==> config.mk <==
export PLATFORM = sky130hd
export DESIGN_NAME = arq_seqn_ctrl
export DESIGN_NICKNAME = d
export VERILOG_FILES = /design/src/rtl/bt_arq_pkg.sv /design/src/rtl/arq_seqn_ctrl.sv
export SDC_FILE = /design/constraint.sdc
export NUM_CORES = 1
export LEC_CHECK = 0
export CAP_MARGIN = 30
export CORE_ASPECT_RATIO = 1.2
export CORE_UTILIZATION = 40
export DETAILED_ROUTE_END_ITERATION = 16
export SETUP_SLACK_MARGIN = 0.5
export SKIP_LAST_GASP = 1
export SYNTH_ARGS = -nofsm -noshare
export SYNTH_HDL_FRONTEND = slang
export SYNTH_SLANG_ARGS = --single-unit
==> constraint.sdc <==
create_clock -name clk_6M -period 5.9 [get_ports clk_6M]
set_input_delay 0.885 -clock clk_6M [delete_from_list [all_inputs] [get_ports clk_6M]]
set_output_delay 0.885 -clock clk_6M [all_outputs]
set_load 0.02 [all_outputs]
==> src/rtl/bt_arq_pkg.sv <==
// Shared constants for the ACL ARQ/SEQN/FLOW sequencer: packet-type classes,
// ARQN polarity and the receive-window FSM encoding.
package bt_arq_pkg;

  // TYPE codes whose payload carries a CRC: DM1, DH1, DM3, DH3, DM5, DH5
  localparam logic [15:0] CRC_PKT_MASK = 16'hCC18;
  localparam logic        ARQ_ACK      = 1'b1;
  localparam logic [3:0]  TYPE_NULL    = 4'd0;
  localparam logic [3:0]  TYPE_POLL    = 4'd1;

  localparam logic [1:0]  ST_IDLE   = 2'd0;
  localparam logic [1:0]  ST_RX_HDR = 2'd1;
  localparam logic [1:0]  ST_RX_PY  = 2'd2;
  localparam logic [1:0]  ST_UPDATE = 2'd3;

  function automatic logic pkt_has_crc(input logic [3:0] pk_type);
    return CRC_PKT_MASK[pk_type];
  endfunction

endpackage

==> src/rtl/arq_seqn_ctrl.sv <==
// Per-LT_ADDR ARQ/SEQN/FLOW sequencer: follows each rx slot (header then payload
// CRC) and maintains the SEQN/ARQN/FLOW bits and retransmit requests for tx.
module arq_seqn_ctrl
  import bt_arq_pkg::*;
#(
  parameter logic [3:0] MAX_RETX = 4'd15
) (
  input  logic       clk_6M,
  input  logic       rstz,
  input  logic       p_1us,
  input  logic       ms_tslot_p,
  input  logic       rx_trailer_st_p,
  input  logic       hdr_done_p,
  input  logic       dec_hecgood,
  input  logic [2:0] dec_lt_addr,
  input  logic [3:0] dec_pk_type,
  input  logic       dec_seqn,
  input  logic       dec_arqn_bit,
  input  logic       crc_done_p,
  input  logic       crcgood,
  input  logic       rxbuf_full,
  input  logic       tx_packet_st_p,
  input  logic [2:0] tx_lt_addr,
  input  logic [3:0] tx_pk_type,
  output logic [7:0] txaclSEQN,
  output logic [7:0] txARQN,
  output logic       rspFLOW,
  output logic [7:0] tx_retx,
  output logic       tx_ack_p,
  output logic [2:0] ack_lt,
  output logic       rx_accept_p,
  output logic       rx_dup_p,
  output logic [1:0] fsm_st
);

  logic [1:0]      st;
  logic [2:0]      rx_lt;
  logic            rx_seqn;
  logic            crc_ok;
  logic [7:0]      seqn_old;
  logic [7:0]      tx_has_crc;
  logic [7:0][3:0] retx_cnt;

  logic [3:0] cnt_cur;
  logic [3:0] cnt_inc;
  logic       hdr_ack;
  logic       flush;
  logic       rel_tx;

  assign fsm_st = st;

  // A NAK that reaches MAX_RETX releases the held payload exactly like an ACK.
  always_comb begin
    cnt_cur = retx_cnt[dec_lt_addr];
    cnt_inc = (cnt_cur == 4'hF) ? cnt_cur : cnt_cur + 4'd1;
    hdr_ack = (dec_arqn_bit == ARQ_ACK);
    flush   = !hdr_ack && (MAX_RETX != 4'd0) && (cnt_inc >= MAX_RETX);
    rel_tx  = (hdr_ack && tx_has_crc[dec_lt_addr]) || flush;
  end

  always_ff @(posedge clk_6M or negedge rstz) begin
    if (!rstz) begin
      st          <= ST_IDLE;
      rx_lt       <= 3'd0;
      rx_seqn     <= 1'b0;
      crc_ok      <= 1'b0;
      seqn_old    <= 8'hFF;
      tx_has_crc  <= 8'h00;
      retx_cnt    <= '0;
      txaclSEQN   <= 8'h00;
      txARQN      <= 8'h00;
      rspFLOW     <= 1'b1;
      tx_retx     <= 8'h00;
      tx_ack_p    <= 1'b0;
      ack_lt      <= 3'd0;
      rx_accept_p <= 1'b0;
      rx_dup_p    <= 1'b0;
    end else begin
      tx_ack_p    <= 1'b0;
      rx_accept_p <= 1'b0;
      rx_dup_p    <= 1'b0;
      if (p_1us)
        rspFLOW <= !rxbuf_full;
      if (tx_packet_st_p && p_1us)
        tx_has_crc[tx_lt_addr] <= pkt_has_crc(tx_pk_type);

      case (st)
        ST_IDLE: begin
          if (rx_trailer_st_p && p_1us)
            st <= ST_RX_HDR;
        end
        ST_RX_HDR: begin
          if (hdr_done_p) begin
            st <= ST_IDLE;
            if (dec_hecgood) begin
              if (rel_tx) begin
                if (tx_has_crc[dec_lt_addr])
                  txaclSEQN[dec_lt_addr] <= ~txaclSEQN[dec_lt_addr];
                tx_retx[dec_lt_addr]  <= 1'b0;
                retx_cnt[dec_lt_addr] <= 4'd0;
                tx_ack_p              <= 1'b1;
                ack_lt                <= dec_lt_addr;
              end else if (!hdr_ack) begin
                tx_retx[dec_lt_addr]  <= 1'b1;
                retx_cnt[dec_lt_addr] <= cnt_inc;
              end
              if (pkt_has_crc(dec_pk_type)) begin
                st      <= ST_RX_PY;
                rx_lt   <= dec_lt_addr;
                rx_seqn <= dec_seqn;
              end
            end
          end else if (ms_tslot_p) begin
            st <= ST_IDLE;
          end
        end
        ST_RX_PY: begin
          if (crc_done_p) begin
            crc_ok <= crcgood;
            st     <= ST_UPDATE;
          end else if (ms_tslot_p) begin
            txARQN[rx_lt] <= 1'b0;
            st            <= ST_IDLE;
          end
        end
        default: begin
          // Duplicate check comes first so a repeated SEQN is always re-ACKed.
          if (rx_seqn == seqn_old[rx_lt]) begin
            txARQN[rx_lt] <= 1'b1;
            rx_dup_p      <= 1'b1;
          end else if (crc_ok && !rxbuf_full) begin
            txARQN[rx_lt]   <= 1'b1;
            seqn_old[rx_lt] <= rx_seqn;
            rx_accept_p     <= 1'b1;
          end else begin
            txARQN[rx_lt] <= 1'b0;
          end
          st <= ST_IDLE;
        end
      endcase
    end
  end

endmodule

==> run summary <==
Yosys printed 0 warnings. Total setup buffers inserted after CTS: 0. The endpoint identified for the worst register-to-register timing path is txaclSEQN[7]. Part of the cycle the worst path needs: 0.7344. For the finished layout, the period the worst path requires is 4333 ps. The worst-case hold slack was 467.3 ps. The highest net fanout along the worst path was 18.

The flow ran to the end, and the final reports show no timing, DRC or antenna violations. The starting utilization of the core area was 0.4175. In this run the clock root is driven by a clkbuf_16. The number of input and output port buffers inserted was 59. The critical path is of the in2reg type. The synthesized design contains 86 register bits. The library cells used most frequently in the layout, excluding fill and tap cells, are dfrtp_1 (77), clkdlybuf4s50_1 (58), nand2_1 (51), o21ai_1 (44), nor2_1 (26). The total wirelength of the detailed-routed design was 9823 microns; the number of placement rows was 40. Overall overflow remaining after global route: 0.

The tools report the kind of launch point of the worst setup path as a primary input. The worst hold path begins at rspFLOW. The number of enable flip-flop cells after synthesis was 0; the data required time at the worst endpoint was 6170 ps. The portion of netlist area occupied by mux cells works out to 0.1437. From synthesis to final layout, the design area changed by 23.95%. The library cell used most frequently in the layout, excluding fill and tap cells, is dfrtp_1. The run gives 340 ps as the latest clock arrival within the worst-skew pair. The first global-routing pass estimated 16,280 microns of wire.

The launching point of the worst reg2reg path is retx_cnt[8]. Path type of the worst min-delay path: reg2reg. For the cell leakage power, the log shows 2.170 nW.

The most used flip-flop cell after synthesis is dfrtp_1. The xor and xnor fraction of the mapped netlist area is 0.004130, and the y dimension of the die is 114.8 microns. The logs give 0 for the number of antenna violations at the first check in global routing and 957 for the number of fillers in the final layout. Clock tree synthesis inserted a total of 9 buffers.

After detailed routing, the number of remaining DRC violations is 0. The share of synthesized cell area in and, or, nand and nor gates was 0.1723; the adder-cell area share of the yosys netlist was 0.002950. The critical path goes through clkdlybuf4s50_1 > nor3b_1 > a22oi_1 > o211ai_1 > ha_1 > nor2b_1 > a41oi_1 > o41a_1 > o221ai_2 > o21ai_1.

Once detailed placement completed, the half-perimeter wirelength came to 6959 microns. The run gives 3,270 as the detailed-route via count. The clock input transition at the sequential cells of the worst setup and hold paths works out to 60 ps. Sink of the worst hold path: rspFLOW. The async set-or-reset flop fraction in the synthesized netlist is 1.000, and the slack of the worst reg-to-reg path is 2700 ps. Final number of setup-violating endpoints: 0.

Along the worst hold path, the cell count comes to 2. The routed length per placed instance is 16.65 microns. The worst register-to-register path has a depth of 9. For the worst setup path, the data arrival time is 4600 ps. In this run, distinct cell masters in the synthesized netlist total 57. The total routing usage reported by global routing was 0.1956. At the end of the flow, the number of nets in the layout was 487.

The tools report the post-synth net total as 429. The mapped netlist covers 0.004242 sq mm. Count of mapped cells out of synthesis: 401. The multi-input combinational cells in the finished layout cover a total of 0.001984 sq mm. The worst setup path is captured at a flip-flop. The part of the Yosys area used for sequential elements came out at 0.5100. The share of the synthesized area in compound gates (AO/OA/AOI/OAI) is 0.1448, and the via density per instance is 5.542. The largest single stage delay on the critical path is 810 ps. In this run, post-CTS repair resized a total of 0 instances. The top-level port count came out at 60. The share of final-layout standard cells stronger than drive strength 1 came out at 0.1573. In this run the number of H-tree levels came out at 3. In this run the standard cell core region covers 0.01016 sq mm.

Entering global routing, the biggest net connects 55 pins. TritonCTS built the clock tree. The critical path launch point is dec_lt_addr[0]. The final count of pins violating max slew came out at 0. The die boundary width works out to 96.01 microns. The number of failing hold endpoints at the final stage was 0.

The footprint of the flip-flops and latches is 0.002163 sq mm. The combinational family with the most area after synthesis was simple AND/OR/NAND/NOR gates. The first TritonRoute pass finished after 4 iterations. The total of max-cap violations was 0.

The tree built by TritonCTS fans out to 86 sinks. At the pin with the least slew margin, the transition time is 832.0 ps. In this run the power density over the cells is 320.1 mW/mm^2. No sink is reached through more buffers than the 2 on the longest clock path.

The count of nets left with antenna violations once routing finished came out at 0. Based on the critical path, the design can be clocked at up to 230.8 MHz. The first routing iteration left 133 violations.

For the number of hold-repair buffers added at the cts stage, the log shows 0. In this run the mean area of a mapped cell was 10.58 sq um. The worst clock skew was 6.702 ps.

Summed over all failing endpoints, the final setup total negative slack is 0 ps. The worst-case IR drop observed on VDD is 171.4 uV. Setup repair after global routing left no endpoint under its margin. The die covers 0.01102 sq mm. The run gives 0.8462 as the final weighted congestion in routability-driven placement. Slowest stage cell on the critical path: clkdlybuf4s50_1. 0 antenna diodes ended up in the layout.

The via count of the first global-routing pass was 3,259; the worst-case headroom to the max-slew limit was 0.4454.
==> area by class of cell <==
| type | instances | share of cell area |
|---|---|---|
| sequential | 86 | 0.4115 |
| inverter | 7 | 0.004998 |
| tap | 126 | 0.02999 |
| clock buffer | 13 | 0.05140 |
| clock inverter | 3 | 0.003332 |
| multi-input combinational | 292 | 0.3774 |
| timing repair buffer | 63 | 0.1214 |
==> how the worst max path moves through the flow <==
stage	endpoint	slack [ps]	depth (start not counted)
global placement	retx_cnt[18]	1200	11
global route	retx_cnt[2]	1240	11
CTS	retx_cnt[6]	1540	11
detailed placement	retx_cnt[26]	1180	11
floorplan	txaclSEQN[7]	2080	11
finish	retx_cnt[6]	1570	10
==> metal layers <==
metal	routed length (microns)	track usage	vias up
met4	138	0.06070	0
met5	0	0	-
met2	4824	0.3135	56
met1	4491	0.2630	1625
li1	-	-	1579
met3	367	0.04497	10
==> cells by family after synthesis <==
group / count (synthesis)
compound gates: 97
xor+xnor: 2
fa+ha+maj: 1
buf+inv: 23
flops: 86
mux: 46
simple gates: 146
==> synthesized netlist by cell type, drive strengths merged, types with 2 or more instances <==
| cell type | n | area, sq um |
|---|---|---|
| dfrtp | 77 | 1927 |
| o21ai | 62 | 321.6 |
| nand2 | 52 | 197.7 |
| mux2 | 29 | 326.6 |
| nor2 | 26 | 97.59 |
| nor3 | 15 | 80.08 |
| clkbuf | 11 | 41.29 |
| nand3 | 11 | 55.05 |
| a31oi | 9 | 56.30 |
| dfstp | 9 | 236.5 |
| mux2i | 9 | 102.6 |
| nand2b | 9 | 56.30 |
| mux4 | 8 | 180.2 |
| inv | 7 | 26.27 |
| nor2b | 7 | 43.79 |
| a21oi | 5 | 25.02 |
| buf | 5 | 26.27 |
| o211ai | 5 | 42.54 |
| nand4 | 4 | 25.02 |
| or4b | 4 | 40.04 |
| and3b | 3 | 26.28 |
| nand3b | 3 | 22.52 |
| nor4 | 3 | 25.02 |
| o31ai | 3 | 22.52 |
| and3 | 2 | 12.51 |
| nor3b | 2 | 15.01 |
| or3 | 2 | 12.51 |
| xnor2 | 2 | 17.52 |
==> stage by stage <==
stage	setup slack (ps)	cell area, sq um	instances	power [mW]	utilization
finish	1567	5258	590	1.683	0.5175
CTS	1544	5258	590	1.697	0.5175
floorplan	2081	4242	401	0.9816	-
global route	1238	5258	590	1.767	0.5175
detailed placement	1184	4970	574	1.146	0.4892
global placement	1204	4942	573	1.138	0.4865
==> where the power goes <==
part / internal [mW] / leakage [nW] / switching (mW)
Combinational: 0.174 / 0.911 / 0.206
Clock: 0.319 / 0.142 / 0.231
Sequential: 0.673 / 1.12 / 0.0805
Total: 1.17 / 2.17 / 0.518
==> critical path: cells and delay by family <==
| kind | cells | cell delay [ps] |
|---|---|---|
| compound gates | 6 | 1700 |
| fa+ha+maj | 1 | 340 |
| buf+inv | 1 | 810 |
| simple gates | 2 | 860 |
Power figures use the tool's default switching activity.
